## src/rtl/bram_input_1x1_ctrl_pkg.sv

```systemverilog
`default_nettype none
// ============================================================================
// Module      : bram_input_1x1_ctrl_pkg
// Description : Definitions shared by the 1x1-convolution input path:
//               sequencer state encoding, legal buffer read latencies,
//               output skid depth and pixel/address width helpers.
// Ports       : none (package)
// Revision    : 1.0 - initial release
// ============================================================================
package bram_input_1x1_ctrl_pkg;

  // Sequencer states
  localparam logic [1:0] ST_FILL   = 2'd0;
  localparam logic [1:0] ST_STREAM = 2'd1;
  localparam logic [1:0] ST_DRAIN  = 2'd2;

  // Legal buffer read latencies
  localparam int RDLAT_COMB = 0;
  localparam int RDLAT_REG  = 1;

  // Entries in the downstream skid; also the read credit limit
  localparam int SKID_DEPTH = 2;

  // Width of one packed pixel beat
  function automatic int calc_pw(input int data_width, input int channels);
    return data_width * channels;
  endfunction

  // Pixel address width; never collapses to zero for tiny maps
  function automatic int calc_aw(input int pixels);
    return (pixels < 2) ? 1 : $clog2(pixels);
  endfunction

endpackage
`default_nettype wire

```

## src/rtl/bram_input_1x1_skid.sv

```systemverilog
`default_nettype none
// ============================================================================
// Module      : bram_input_1x1_skid
// Description : Two-entry FIFO holding returned buffer reads together with
//               their {last, last_pixel} tags. The head is presented
//               combinationally. Push and pop in the same cycle are allowed
//               even when full (occupancy unchanged).
// Ports       : clk, rst_n   - clock, async active-low reset
//               i_push/i_data - write side
//               i_pop         - remove head (ignored when empty)
//               o_data        - current head
//               o_count       - occupancy 0..2
//               o_empty       - no entry held
// Revision    : 1.0 - initial release
// ============================================================================
module bram_input_1x1_skid #(
  parameter int WIDTH = 26
) (
  input  logic             clk,
  input  logic             rst_n,
  input  logic             i_push,
  input  logic [WIDTH-1:0] i_data,
  input  logic             i_pop,
  output logic [WIDTH-1:0] o_data,
  output logic [1:0]       o_count,
  output logic             o_empty
);

  logic [WIDTH-1:0] r_mem0;
  logic [WIDTH-1:0] r_mem1;
  logic             r_rd_ptr;
  logic             r_wr_ptr;
  logic [1:0]       r_count;

  logic             w_pop_ok;
  logic             w_push_ok;

  assign w_pop_ok  = i_pop && (r_count != 2'd0);
  // When full, the slot being written is the head that is leaving this cycle
  assign w_push_ok = i_push && ((r_count != 2'd2) || w_pop_ok);

  always_ff @(posedge clk or negedge rst_n) begin
    if (!rst_n) begin
      r_mem0   <= '0;
      r_mem1   <= '0;
      r_rd_ptr <= 1'b0;
      r_wr_ptr <= 1'b0;
      r_count  <= 2'd0;
    end else begin
      if (w_push_ok) begin
        if (r_wr_ptr) begin
          r_mem1 <= i_data;
        end else begin
          r_mem0 <= i_data;
        end
        r_wr_ptr <= ~r_wr_ptr;
      end
      if (w_pop_ok) begin
        r_rd_ptr <= ~r_rd_ptr;
      end
      r_count <= r_count + {1'b0, w_push_ok} - {1'b0, w_pop_ok};
    end
  end

  assign o_data  = r_rd_ptr ? r_mem1 : r_mem0;
  assign o_count = r_count;
  assign o_empty = (r_count == 2'd0);

endmodule
`default_nettype wire

```

## src/rtl/bram_input_1x1_ctrl.sv

```systemverilog
`default_nettype none
// ============================================================================
// Module      : bram_input_1x1_ctrl
// Description : Input feature-map buffer sequencer for the 1x1 conv PE array.
//               FILL   : accept PIXELS upstream beats, write them to the buffer
//               STREAM : replay the map NUM_PASSES times through a read pipe
//                        (0 or 1 cycle latency) into a 2-entry output skid
//               DRAIN  : wait for the final beat to be accepted downstream
// Ports       : clk, rst_n                      - clock, async active-low reset
//               i_in_valid/o_in_ready/i_in_data - upstream pixel stream
//               o_buf_wr_*                      - buffer write port
//               o_buf_rd_en/o_buf_rd_addr       - buffer read request
//               i_buf_rd_data                   - buffer read data
//               o_out_valid/i_out_ready/o_out_* - pixel stream to PE array
//               o_frame_done                    - pulse with final beat accept
// Revision    : 1.0 - initial release
// ============================================================================
module bram_input_1x1_ctrl
  import bram_input_1x1_ctrl_pkg::*;
#(
  parameter int DATA_WIDTH  = 8,
  parameter int IN_CHANNELS = 3,
  parameter int IN_WIDTH    = 5,
  parameter int IN_HEIGHT   = 5,
  parameter int NUM_PASSES  = 2,
  parameter int RD_LATENCY  = 0
) (
  input  logic                                  clk,
  input  logic                                  rst_n,
  // upstream
  input  logic                                  i_in_valid,
  output logic                                  o_in_ready,
  input  logic [DATA_WIDTH*IN_CHANNELS-1:0]     i_in_data,
  // buffer write
  output logic                                  o_buf_wr_en,
  output logic [calc_aw(IN_WIDTH*IN_HEIGHT)-1:0] o_buf_wr_addr,
  output logic [DATA_WIDTH*IN_CHANNELS-1:0]     o_buf_wr_data,
  // buffer read
  output logic                                  o_buf_rd_en,
  output logic [calc_aw(IN_WIDTH*IN_HEIGHT)-1:0] o_buf_rd_addr,
  input  logic [DATA_WIDTH*IN_CHANNELS-1:0]     i_buf_rd_data,
  // downstream
  output logic                                  o_out_valid,
  input  logic                                  i_out_ready,
  output logic [DATA_WIDTH*IN_CHANNELS-1:0]     o_out_data,
  output logic                                  o_out_last_pixel,
  output logic                                  o_out_last,
  output logic                                  o_frame_done
);

  localparam int PIXELS = IN_WIDTH * IN_HEIGHT;
  localparam int AW     = calc_aw(PIXELS);
  localparam int PW     = calc_pw(DATA_WIDTH, IN_CHANNELS);
  localparam int FW     = PW + 2;
  localparam int PCW    = (NUM_PASSES > 1) ? $clog2(NUM_PASSES) : 1;

  localparam logic [AW-1:0]  LAST_ADDR = AW'(PIXELS - 1);
  localparam logic [PCW-1:0] LAST_PASS = PCW'(NUM_PASSES - 1);

  // --------------------------------------------------------------------------
  // State and counters
  // --------------------------------------------------------------------------
  logic [1:0]     r_state;
  logic [AW-1:0]  r_wr_cnt;
  logic [AW-1:0]  r_rd_cnt;
  logic [PCW-1:0] r_pass_cnt;
  // Holds in_ready low until the first clock edge after reset release
  logic           r_active;

  logic           w_in_hs;
  logic           w_issue;
  logic           w_rd_last_pixel;
  logic           w_rd_last;
  logic           w_pop;
  logic           w_frame_done;
  logic [2:0]     w_occupancy;

  // Latency pipe to skid
  logic           w_push;
  logic [FW-1:0]  w_push_data;
  logic           w_inflight;

  // Skid
  logic [FW-1:0]  w_head;
  logic [1:0]     w_count;
  logic           w_empty;
  logic           w_head_last;

  // --------------------------------------------------------------------------
  // Fill side
  // --------------------------------------------------------------------------
  assign o_in_ready = (r_state == ST_FILL) && r_active;
  assign w_in_hs    = o_in_ready && i_in_valid;

  assign o_buf_wr_en   = w_in_hs;
  assign o_buf_wr_addr = w_in_hs ? r_wr_cnt  : '0;
  assign o_buf_wr_data = w_in_hs ? i_in_data : '0;

  // --------------------------------------------------------------------------
  // Read issue: a slot is freed by a pop in the same cycle, so the credit is
  // occupancy after this cycle's pop plus reads still travelling the pipe.
  // --------------------------------------------------------------------------
  assign w_pop       = o_out_valid && i_out_ready;
  assign w_occupancy = {1'b0, w_count} + {2'b0, w_inflight} - {2'b0, w_pop};
  assign w_issue     = (r_state == ST_STREAM) && (w_occupancy < 3'(SKID_DEPTH));

  assign w_rd_last_pixel = (r_rd_cnt == LAST_ADDR);
  assign w_rd_last       = w_rd_last_pixel && (r_pass_cnt == LAST_PASS);

  assign o_buf_rd_en   = w_issue;
  assign o_buf_rd_addr = w_issue ? r_rd_cnt : '0;

  // --------------------------------------------------------------------------
  // Read latency pipe: carries the issue valid and its tags alongside the
  // buffer access so that returned data is pushed with the right tags.
  // --------------------------------------------------------------------------
  generate
    if (RD_LATENCY == RDLAT_COMB) begin : g_lat_comb
      assign w_push      = w_issue;
      assign w_push_data = {w_rd_last, w_rd_last_pixel, i_buf_rd_data};
      assign w_inflight  = 1'b0;
    end else begin : g_lat_reg
      logic r_pipe_vld;
      logic r_pipe_last;
      logic r_pipe_last_pixel;

      always_ff @(posedge clk or negedge rst_n) begin
        if (!rst_n) begin
          r_pipe_vld        <= 1'b0;
          r_pipe_last       <= 1'b0;
          r_pipe_last_pixel <= 1'b0;
        end else begin
          r_pipe_vld        <= w_issue;
          r_pipe_last       <= w_issue && w_rd_last;
          r_pipe_last_pixel <= w_issue && w_rd_last_pixel;
        end
      end

      assign w_push      = r_pipe_vld;
      assign w_push_data = {r_pipe_last, r_pipe_last_pixel, i_buf_rd_data};
      assign w_inflight  = r_pipe_vld;
    end
  endgenerate

  // --------------------------------------------------------------------------
  // Output skid
  // --------------------------------------------------------------------------
  bram_input_1x1_skid #(
    .WIDTH (FW)
  ) u_skid (
    .clk     (clk),
    .rst_n   (rst_n),
    .i_push  (w_push),
    .i_data  (w_push_data),
    .i_pop   (w_pop),
    .o_data  (w_head),
    .o_count (w_count),
    .o_empty (w_empty)
  );

  assign w_head_last      = w_head[PW+1];
  assign o_out_valid      = !w_empty;
  assign o_out_data       = w_head[PW-1:0];
  assign o_out_last_pixel = !w_empty && w_head[PW];
  assign o_out_last       = !w_empty && w_head_last;

  // Frame completes in the same cycle the final beat is accepted
  assign w_frame_done = (r_state == ST_DRAIN) && w_pop && w_head_last;
  assign o_frame_done = w_frame_done;

  // --------------------------------------------------------------------------
  // Sequencer
  // --------------------------------------------------------------------------
  always_ff @(posedge clk or negedge rst_n) begin
    if (!rst_n) begin
      r_state    <= ST_FILL;
      r_wr_cnt   <= '0;
      r_rd_cnt   <= '0;
      r_pass_cnt <= '0;
      r_active   <= 1'b0;
    end else begin
      r_active <= 1'b1;
      case (r_state)
        ST_FILL: begin
          if (w_in_hs) begin
            if (r_wr_cnt == LAST_ADDR) begin
              r_wr_cnt <= '0;
              r_state  <= ST_STREAM;
            end else begin
              r_wr_cnt <= r_wr_cnt + AW'(1);
            end
          end
        end
        ST_STREAM: begin
          if (w_issue) begin
            if (w_rd_last_pixel) begin
              r_rd_cnt <= '0;
              if (r_pass_cnt == LAST_PASS) begin
                r_pass_cnt <= '0;
                r_state    <= ST_DRAIN;
              end else begin
                r_pass_cnt <= r_pass_cnt + PCW'(1);
              end
            end else begin
              r_rd_cnt <= r_rd_cnt + AW'(1);
            end
          end
        end
        ST_DRAIN: begin
          if (w_frame_done) begin
            r_state    <= ST_FILL;
            r_wr_cnt   <= '0;
            r_rd_cnt   <= '0;
            r_pass_cnt <= '0;
          end
        end
        default: begin
          r_state <= ST_FILL;
        end
      endcase
    end
  end

endmodule
`default_nettype wire
```

## config.mk

```make
export PLATFORM = sky130hd
export DESIGN_NAME = bram_input_1x1_ctrl
export DESIGN_NICKNAME = d
export VERILOG_FILES = /design/src/rtl/bram_input_1x1_ctrl_pkg.sv /design/src/rtl/bram_input_1x1_skid.sv /design/src/rtl/bram_input_1x1_ctrl.sv
export SDC_FILE = /design/constraint.sdc
export NUM_CORES = 1
export LEC_CHECK = 0
export CAP_MARGIN = 40
export CORE_ASPECT_RATIO = 0.75
export CORE_MARGIN = 8
export CORE_UTILIZATION = 45
export CTS_BUF_LIST = sky130_fd_sc_hd__clkbuf_2 sky130_fd_sc_hd__clkbuf_4 sky130_fd_sc_hd__clkbuf_8
export CTS_CLUSTER_DIAMETER = 100
export DETAILED_ROUTE_END_ITERATION = 8
export PLACE_DENSITY = 0.81
export SLEW_MARGIN = 20
export SYNTH_ARGS = -nofsm -noshare
export SYNTH_HDL_FRONTEND = slang
export SYNTH_HIERARCHICAL = 1
export SYNTH_SLANG_ARGS = --single-unit
```

## constraint.sdc

```tcl
create_clock -name clk -period 3.1 [get_ports clk]
set_input_delay 0.62 -clock clk [delete_from_list [all_inputs] [get_ports clk]]
set_output_delay 0.62 -clock clk [all_outputs]
set_load 0.005 [all_outputs]
```

==> impl_metrics.ini <==
[sta]
fin_setup_tns_ns = 0
fmax_ghz = 0.3475
fin_crit_ns = 2.877
rsz0062_at_grt = no
hold_violations = 0
tightest_slew_ns = 0.7334
finalSetupViolCount = 0
maxSlewViolCount = 0
fin_skew_ns = 0.006609
fin_crit_sh = 0.9282
relSlewSlack = 0.5111

[synthesis]
synth_top_cell_by_area = dfrtp_1
ys.warnings.count = 6
synthTopCellsByCount = 70 x dfrtp_1, 68 x mux2_2, 36 x and2_1
synth_edf_count = 0
syn_area_um2 = 3637
yosysTopAreaCellShare = 0.4816
yosys.cell_count.top_type = dfrtp_1
async_flop_share = 1.000
synth_area_leaders = dfrtp_1 48%, mux2_2 21%, and2_1 6.2%
syn_inst = 286
ys_seq_elements = 70
syn_nets = 343
syn_area_per_cell_um2 = 12.72
ys_types = 43
synth_ff_type = dfrtp_1
ys_seq_area_frac = 0.4816

[power_and_ir_drop]
cellPowerDensity_nw_per_um2 = 696.6
clkPwrFrac = 0.240
swShare = 0.2842
total_power_w = 0.003611
p_int_w = 0.002585
combPwrFrac = 0.384
seqPwrFrac = 0.376
p_sw_w = 0.001026
leakagePower_nw = 2.235
ir_drop_v = 0.0004322

[clocking]
cts_sinks = 70
clock_latency_ns = 0.34
h-tree-depth = 3
clk_pin_slew_ns = 0.07
clock_path_buffers = 2
cts_buffers = 9
cts_tree = done
postCtsSetupRepairBufs = 0
root_buffer = clkbuf_8

[placed_design]
dp_hpwl_um = 6533
io_buffers = 116
gp_congestion = 0.7875

[grt]
antenna_found_initial = 0
grt.overflow.total = 0
grt_pass1_wl_um = 14370
track_usage = 0.1602
first_global_vias = 2749
grt_max_degree = 41

[route]
drc = 0
firstDrtPassIters = 4
wl_per_cell_um = 16.71
wl_met3_um = 438
drt_iter0_drc = 132
wl_um = 8672
num_vias = 2590
met2WireLength_um = 4210
wl_met1_um = 3926
drt.antenna.violating_nets = 0
viasPerCell = 4.990
top_layer_used = met4

[worst_hold_path]
hold_path_class = input port to asynchronous set/reset pin

[floorplanning]
dieArea_um2 = 11250
die_y_um = 93.86
ios = 117
num_rows = 28
core_um2 = 7883
initial_core_util = 0.4614
die_width_um = 119.8

[layout]
nNetsFinal = 467
drive_gt1_frac = 0.2947
fillers = 610
regArea_um2 = 1754
n_antenna_cell = 0
multiInputGateArea_um2 = 1770
utilization = 0.6576
area_delta_synth_final_pct = 42.52

[critical_path]
cp-start-kind = register
critPathCaptureType = output pin
worstReg2RegEnd = u_skid/r_mem0[12]
crit_start = u_skid/o_count[0]
rr_worst_depth = 8
critPathArrivalTime_ns = 2.26
endpoint = o_buf_rd_addr[4]
cp.required_ns = 2.48
r2r_setup_slack_ns = 0.61
r2r_start = u_skid/o_count[0]
crit_fanout = 8
critical_path_class = register to output pin

[outcome]
status = finished clean

[flow_run]
maxCapViolCount = 0
-- area by class of cell --
type	instances	share of cell area
well taps	105	0.02534
flip-flops and latches	70	0.3384
multi-input cells	195	0.3415
clock inverters	6	0.02148
clock buffers	9	0.02390
repair buffers	127	0.2443
inverters	7	0.005069
-- how the worst min path moves through the flow --
| stage | end | start | slack, ns |
|---|---|---|---|
| floorplan | r_active | rst_n | 0.32 |
| global placement | u_skid/r_mem1[16] | u_skid/r_mem1[16] | 0.48 |
| detailed placement | u_skid/r_mem1[7] | u_skid/r_mem1[7] | 0.49 |
| CTS | u_skid/r_mem0[9] | rst_n | 0.34 |
| global route | u_skid/r_mem0[9] | rst_n | 0.37 |
| finish | u_skid/r_mem0[9] | rst_n | 0.33 |
-- cell usage in the layout, fill, tap and decap left out, types with 2 or more instances in the layout --
master / n
nand3_1: 5
nand4b_1: 2
a41oi_1: 4
clkdlybuf4s50_1: 114
ha_1: 5
nand2_1: 9
nor3b_1: 2
mux2_4: 10
buf_4: 9
dfrtp_1: 68
nor2_1: 4
dfrtp_2: 2
a31oi_2: 3
and4bb_2: 2
nand3b_1: 3
clkbuf_8: 9
buf_12: 2
xnor2_1: 3
a31oi_1: 3
o21ai_1: 2
a21oi_1: 2
mux2_2: 68
o21ai_0: 7
nor2b_1: 4
nor3b_4: 2
bufinv_16: 3
inv_1: 6
nand2b_1: 3
and2_1: 35
-- kinds of logic after synthesis --
logic type,share of synthesized area
simple gates,0.1483
mux,0.2580
flops,0.4816
compound gates,0.05367
buf+inv,0.03302
fa+ha+maj,0.01720
xor+xnor,0.007225
other cells,0.001031
-- power groups by stage --
stage	sequential, W	clock, W	combinational, W
floorplan	0.00129	0	0.000796
global placement	0.00135	0	0.00137
detailed placement	0.00137	0	0.00140
CTS	0.00135	0.000893	0.00141
global route	0.00139	0.000941	0.00151
finish	0.00136	0.000867	0.00139
-- layer usage --
metal	vias up	track usage
li1	1249	-
met1	1285	0.2053
met2	49	0.2497
met3	7	0.05285
met4	0	0.05596
met5	-	0
-- worst max-delay path: stages, from the launching register on --
cell and delay (ns):
dfrtp_2 0.47, nor2_2 0.13, nor3b_4 0.27, mux2i_4 0.35, and2_4 0.18, clkdlybuf4s50_1 0.50
-- flip-flops by register name, summed over array words and instances (netlist names) --
signal,count
r_active,1
u_skid/o_count,2
r_pass_cnt,1
r_rd_cnt,5
u_skid/r_mem0,26
u_skid/r_rd_ptr,1
u_skid/r_mem1,26
r_wr_cnt,5
r_state,2
u_skid/r_wr_ptr,1
-- stage by stage --
step           hold slack, ns  cells  setup WS [ns]  cell area, um^2
2_1_floorplan          0.3244    286         0.5802             3637
5_1_grt                0.3736    519        0.07763             5184
4_1_cts                0.3406    519        0.01865             5174
3_3_place_gp           0.4829    504        0.08123             4938
3_5_place_dp           0.4899    504        0.04349             4938
6_report               0.3322    519         0.2225             5184
-- what timing repair did --
item / CTS / global route
endpoints found under the hold margin: 0 / 0
gates resized for setup: 0 / 5
hold buffers: 0 / 0
setup endpoints to repair: 0 / 5
No activity file was read; power rests on OpenSTA's default activity.
